==> src/rtl/cardinal_pkg.sv <==
// Shared cardinal-family definitions: PPP lane-select modes, opcodes and the lane mask helper.
// Lane k is byte k counted from the MSB end of the word (bit 0 is the MSB).
package cardinal_pkg;

    localparam int unsigned MAX_NB = 64;

    localparam logic [2:0] PPP_A = 3'b000;
    localparam logic [2:0] PPP_U = 3'b001;
    localparam logic [2:0] PPP_D = 3'b010;
    localparam logic [2:0] PPP_E = 3'b011;
    localparam logic [2:0] PPP_O = 3'b100;

    typedef enum logic [3:0] {
        OpNop,
        OpAdd,
        OpSub,
        OpAnd,
        OpOr,
        OpXor,
        OpLoad,
        OpStore
    } cardinal_op_e;

    // Bit k of the result enables lane k; modes 101-111 enable nothing.
    function automatic logic [MAX_NB-1:0] ppp_lane_mask(input logic [2:0] ppp,
                                                        input int unsigned nb);
        logic [MAX_NB-1:0] mask;
        mask = '0;
        for (int unsigned k = 0; k < MAX_NB; k++) begin
            if (k < nb) begin
                case (ppp)
                    PPP_A:   mask[k] = 1'b1;
                    PPP_U:   mask[k] = (k < nb / 2);
                    PPP_D:   mask[k] = (k >= nb / 2);
                    PPP_E:   mask[k] = ((k % 2) == 0);
                    PPP_O:   mask[k] = ((k % 2) == 1);
                    default: mask[k] = 1'b0;
                endcase
            end
        end
        return mask;
    endfunction

endpackage

==> src/rtl/cardinal_sb_counter.sv <==
// Per-register pending-write counter: saturating up/down with an underflow pulse.
module cardinal_sb_counter #(
    parameter int unsigned PEND_W = 2
) (
    input  logic              clk,
    input  logic              reset,
    input  logic              inc,
    input  logic              dec,
    output logic [PEND_W-1:0] count,
    output logic              underflow
);

    logic [PEND_W-1:0] count_q, count_d;

    always_comb begin
        count_d   = count_q;
        underflow = 1'b0;
        if (inc && !dec) begin
            if (count_q != '1) count_d = count_q + PEND_W'(1);
        end else if (dec && !inc) begin
            if (count_q == '0) underflow = 1'b1;
            else               count_d   = count_q - PEND_W'(1);
        end
    end

    always_ff @(posedge clk) begin
        if (reset) count_q <= '0;
        else       count_q <= count_d;
    end

    assign count = count_q;

endmodule

==> src/rtl/cardinal_regfile_sb.sv <==
// Register file with byte-lane partial writes, merged write-through bypass and a
// per-register pending-write scoreboard. Vectors are MSB-first: port/lane 0 is leftmost.
module cardinal_regfile_sb
    import cardinal_pkg::*;
#(
    parameter int unsigned DATA_WIDTH = 64,
    parameter int unsigned NUM_REGS   = 32,
    parameter int unsigned NUM_RD     = 2,
    parameter int unsigned PEND_W     = 2,
    localparam int unsigned AW        = $clog2(NUM_REGS)
) (
    input  logic                         clk,
    input  logic                         reset,
    input  logic [NUM_RD*AW-1:0]         rd_addr,
    output logic [NUM_RD*DATA_WIDTH-1:0] rd_data,
    output logic [NUM_RD-1:0]            rd_busy,
    input  logic                         iss_valid,
    input  logic [AW-1:0]                iss_addr,
    output logic                         iss_ready,
    input  logic                         wr_en,
    input  logic [AW-1:0]                wr_addr,
    input  logic [2:0]                   wr_ppp,
    input  logic [DATA_WIDTH-1:0]        wr_data,
    output logic                         err_underflow
);

    localparam int unsigned NB = DATA_WIDTH / 8;

    logic [DATA_WIDTH-1:0] regs_q [NUM_REGS];
    logic [PEND_W-1:0]     pend   [NUM_REGS];
    logic [NUM_REGS-1:0]   underflow;
    logic [NB-1:0]         lane_en;
    logic [DATA_WIDTH-1:0] wr_bits;
    logic [DATA_WIDTH-1:0] wr_merged;
    logic                  iss_fire;
    logic                  err_q;

    assign lane_en = NB'(ppp_lane_mask(wr_ppp, NB));

    always_comb begin
        wr_bits = '0;
        for (int unsigned k = 0; k < NB; k++) begin
            wr_bits[DATA_WIDTH-1-8*k -: 8] = {8{lane_en[k]}};
        end
    end

    assign wr_merged = (regs_q[wr_addr] & ~wr_bits) | (wr_data & wr_bits);

    always_ff @(posedge clk) begin
        if (reset) begin
            for (int r = 0; r < NUM_REGS; r++) regs_q[r] <= '0;
        end else if (wr_en) begin
            regs_q[wr_addr] <= wr_merged;
        end
    end

    // A retire in the same cycle frees the slot the issue needs.
    assign iss_ready = (pend[iss_addr] != '1) || (wr_en && (wr_addr == iss_addr));
    assign iss_fire  = iss_valid && iss_ready;

    for (genvar r = 0; r < NUM_REGS; r++) begin : g_sb
        cardinal_sb_counter #(
            .PEND_W(PEND_W)
        ) u_cnt (
            .clk      (clk),
            .reset    (reset),
            .inc      (iss_fire && (iss_addr == AW'(r))),
            .dec      (wr_en && (wr_addr == AW'(r))),
            .count    (pend[r]),
            .underflow(underflow[r])
        );
    end

    for (genvar i = 0; i < NUM_RD; i++) begin : g_rd
        logic [AW-1:0]         addr;
        logic                  hit;
        logic [DATA_WIDTH-1:0] stored;

        assign addr   = rd_addr[(NUM_RD-i)*AW-1 -: AW];
        assign hit    = wr_en && (addr == wr_addr);
        assign stored = regs_q[addr];

        assign rd_data[(NUM_RD-i)*DATA_WIDTH-1 -: DATA_WIDTH] =
            hit ? ((stored & ~wr_bits) | (wr_data & wr_bits)) : stored;
        // The retiring write satisfies one outstanding reservation.
        assign rd_busy[NUM_RD-1-i] = pend[addr] > (hit ? PEND_W'(1) : PEND_W'(0));
    end

    always_ff @(posedge clk) begin
        if (reset) err_q <= 1'b0;
        else       err_q <= err_q | (|underflow);
    end

    assign err_underflow = err_q;

endmodule

==> config.mk <==
export PLATFORM = sky130hd
export DESIGN_NAME = cardinal_regfile_sb
export DESIGN_NICKNAME = d
export VERILOG_FILES = /design/src/rtl/cardinal_pkg.sv /design/src/rtl/cardinal_sb_counter.sv /design/src/rtl/cardinal_regfile_sb.sv
export SDC_FILE = /design/constraint.sdc
export NUM_CORES = 2
export LEC_CHECK = 0
export BUFFER_PORTS_ARGS = -buffer_cell sky130_fd_sc_hd__buf_4
export CORE_ASPECT_RATIO = 0.5
export CORE_MARGIN = 10
export CORE_UTILIZATION = 29
export CTS_CLUSTER_SIZE = 12
export DETAILED_ROUTE_END_ITERATION = 8
export GPL_ROUTABILITY_DRIVEN = 1
export HOLD_SLACK_MARGIN = 0.03
export PLACE_DENSITY = 0.51
export RECOVER_POWER = 25
export SLEW_MARGIN = 10
export SYNTH_ARGS = -nofsm -noshare
export SYNTH_HDL_FRONTEND = slang
export SYNTH_HIERARCHICAL = 1
export SYNTH_SLANG_ARGS = --single-unit
==> constraint.sdc <==
create_clock -name clk -period 5.5 [get_ports clk]
set_input_delay 1.1 -clock clk [delete_from_list [all_inputs] [get_ports clk]]
set_output_delay 1.1 -clock clk [all_outputs]
set_load 0.03 [all_outputs]
==> metrics.txt <==
outcome complete, but fails checks; failing checks capacitance limit, slew limit; first-pass GRT wire length ~800000 µm; IR drop worst, VDD between 300 and 400 µV; fraction of layout cells with a size suffix above 1 between 30% and 40%; Int Pwr between 30000 and 40000 µW; Core Util, Final between 30% and 40%; Final Hold Fails 0; Most Frequent Cell on Critical Path clkbuf_4; die height approximately 500 µm; later-pin clock latency in the skew report about 940 ps; clock root buffer clkbuf_16; Cells after Synth between 8k and 9k; CP bufs+invs 3; Vias/cell roughly 6.4; CTS Buffer Depth 4; CP Class in2reg; worst slew pin tran around 3300 ps; Max stage delay on crit path roughly 1600 ps; Async SR Flop Fraction 0%; CP delay by family, top simple AND/OR/NAND/NOR gates; DRT antenna net count 0; Core Box Area between 400000 and 500000 µm²; cell area after synthesis between 100000 and 150000 µm²; Slowest cell on crit path or2_1; crit end category register; EDFF count, synth slightly above 2k; Setup Skew around 80 ps; critical path required time 6030 ps; Final period util a little over nine tenths; power share of the clock group between 30% and 40%; drt drc 0; Overflow after GRT 0; Worst-path clk slew around 60 ps; die area between 400000 and 500000 µm²; Seq pwr share 44.3%; Critical Path AT 5970 ps; Ports between 200 and 250; #FFs+latches synth between 2k and 2.5k; GRT Overall Usage 24.0%; post-CTS setup buffer count 0; Via Count around 95k; antenna violations before repair 32; largest net degree at the start of global routing slightly below 100; Distinct cells, synth between 50 and 60; area added between synthesis and finish 14.4%; Buffers on Ports around 220; mean area per synthesized cell 15.0 µm²; largest area contributor in the netlist edfxtp_1; Sink Count approximately 2.1k; 1st-iter DRT viols around 16k; PD cells 284 nW/µm²; Fmax roughly 180 MHz; post-synth top area share about 47%; drt first pass iters 6; fin nets ~8.9k; vias in the first global route slightly above 90k; Initial Util between 20% and 30%; worst hold slack between 500 and 600 ps; most area-consuming cells after synthesis edfxtp_1 47%, mux4_2 32%, mux2i_1 3.7%, nor2_1 3.7%, nor3_1 3.5%; DP HPWL 344000 µm; H-tree Lvls 4; leakage 0.0500 µW; Hold-fix buffers, CTS 0; Logic pwr share approximately 18%; Switching Fraction ~29%; count of final setup violators 0; WL final approximately 600000 µm; CTS tree yes; Final GP Congestion approximately 0.85; switching power roughly 12000 µW; Num CTS Buffers ~240; top_reg_cell synth edfxtp_1; Fin Setup TNS 0 ps; row count between 150 and 200; CP cell instances buf_8 -> clkbuf_4 -> nand3b_1 -> or2_2 -> nor2_1 -> or2_1 -> clkbuf_4; Min-Delay Path Class reg2reg; Die W between 900 and 1000 µm; Worst Setup Start Kind input port; Synth Warn # 6; WL/cell 39.9 µm; Slew headroom -117%; synthesized net count 8804; Seq/Total Area, Yosys around half; Slew Viols, Final about 1.5k; RSZ-0062 raised after global routing no; crit-path max FO 48; Resize count post-CTS 0; max-cap viol count 55; min Tclk post-route 5440 ps
==> worst reg2reg max path, stage by stage (launching register included) <==
cell     delay, ps
dfxtp_1        400
mux4_2         510
a22oi_1        220
nand2_1         80
and4b_1        380
buf_4          320
nor4_1         440
inv_1          100
ha_1           200
nor4b_1        140
nor4_1         480
buf_4          210
nand4_1        110
nor4_1         370
a21oi_1        120
==> registers in the layout (all words and copies together), names as in the netlist <==
signal            cells
g_sb.u_cnt/count     64
err_underflow         1
regs_q             2048
==> per-layer routing <==
layer / vias up / share of wire, % / track usage, % / wire, µm
met5: - / 0.017 / 0 / 102
met4: 14 / 5.9 / 12.0 / 35000
met3: 1456 / 12 / 6.14 / 73600
met2: 7489 / 45 / 36.6 / 264000
met1: 51043 / 37 / 31.8 / 219000
li1: 35365 / - / - / -
==> cells in the mapped netlist (all sizes together) (36+ instances only) <==
| master | count |
|---|---|
| o221ai | 36 |
| nor2b | 39 |
| clkbuf | 536 |
| nor4 | 42 |
| a21oi | 100 |
| buf | 455 |
| or3 | 39 |
| ha | 66 |
| mux4 | 1834 |
| nor3 | 906 |
| inv | 69 |
| o21ai | 177 |
| mux2i | 484 |
| dfxtp | 65 |
| nand2 | 178 |
| a22oi | 56 |
| edfxtp | 2048 |
| nor2 | 1279 |
| a21o | 36 |
==> placed cells by master, fill, tap and decap left out, types with 13 or more instances in the layout <==
| master | count |
|---|---|
| a21o_2 | 33 |
| a21oi_1 | 33 |
| a21oi_2 | 63 |
| a221oi_1 | 16 |
| a22o_1 | 18 |
| a22oi_2 | 43 |
| buf_12 | 139 |
| buf_4 | 599 |
| bufinv_16 | 22 |
| clkbuf_1 | 67 |
| clkbuf_16 | 237 |
| clkbuf_2 | 29 |
| clkbuf_4 | 16 |
| clkinv_1 | 48 |
| clkinv_2 | 35 |
| dfxtp_1 | 65 |
| diode_2 | 13 |
| edfxtp_1 | 2048 |
| ha_1 | 66 |
| inv_1 | 67 |
| mux2i_1 | 484 |
| mux4_2 | 1834 |
| nand2_1 | 167 |
| nand2b_1 | 21 |
| nor2_1 | 1244 |
| nor2_2 | 28 |
| nor2b_1 | 38 |
| nor3_1 | 902 |
| nor4_1 | 41 |
| nor4b_1 | 32 |
| o21ai_0 | 167 |
| o221ai_1 | 36 |
| or2_1 | 16 |
| or3_1 | 33 |
==> power groups by stage <==
stage | Sequential [µW] | Clock, µW | Combinational (µW)
final | 18700 | 15900 | 7530
after global routing | 18800 | 16600 | 7700
after CTS | 18700 | 16000 | 7480
after detailed placement | 19000 | 0 | 7460
after global placement | 19000 | 0 | 7450
after floorplan | 18800 | 0 | 4470
==> layout make-up <==
cell class              count  area (µm²)
diodes                     13        32.5
clock buffers             292        6140
clock inverters           117        1150
fillers                 43014      297000
inverters                  69         269
multi-input cells        5474       62600
flip-flops and latches   2113       62800
well taps                5950        7440
repair buffers            812        7810
==> kinds of logic (layout without fill, tap and decap cells) <==
| family | Yosys count | in the layout | share of synthesized area [%] |
|---|---|---|---|
| and+or+nand+nor | 2618 | 2618 | 9.01 |
| muxes | 2322 | 2322 | 35.6 |
| DFF | 2113 | 2113 | 48.4 |
| buffers and inverters | 1060 | 1290 | 3.56 |
| AOI/OAI and AO/OA | 453 | 453 | 2.64 |
| adders and majority gates | 66 | 66 | 0.637 |
| xor gates and xnor gates | 15 | 15 | 0.101 |
| other | 0 | 13 | 0 |
==> metrics by stage <==
step,worst slack (ps),area (µm²),instances,power (µW)
floorplan,230,130000,8647,23300
global placement,343,142000,14418,26400
detailed placement,220,142000,14418,26500
CTS,381,149000,14827,42100
global route,134,148000,14831,43100
finish,56.8,148000,14840,42200
==> worst paths after layout <==
| path | start | to | slack [ps] | cells after the start |
|---|---|---|---|---|
| hold reg to reg | g_sb[7].u_cnt/count[0]$_SDFFE_PP0P_ | g_sb[7].u_cnt/count[0]$_SDFFE_PP0P_ | 550 | 2 |
| hold / removal | g_sb[7].u_cnt/count[0]$_SDFFE_PP0P_ | g_sb[7].u_cnt/count[0]$_SDFFE_PP0P_ | 550 | 2 |
| setup reg to reg | g_sb[19].u_cnt/count[1]$_SDFFE_PP0P_ | err_underflow$_SDFF_PP0_ | 1290 | 14 |
| setup / recovery | wr_addr[0] | regs_q[22][29]$_SDFFCE_PN0P_ | 60 | 7 |
No activity file was read; power rests on OpenSTA's default activity.
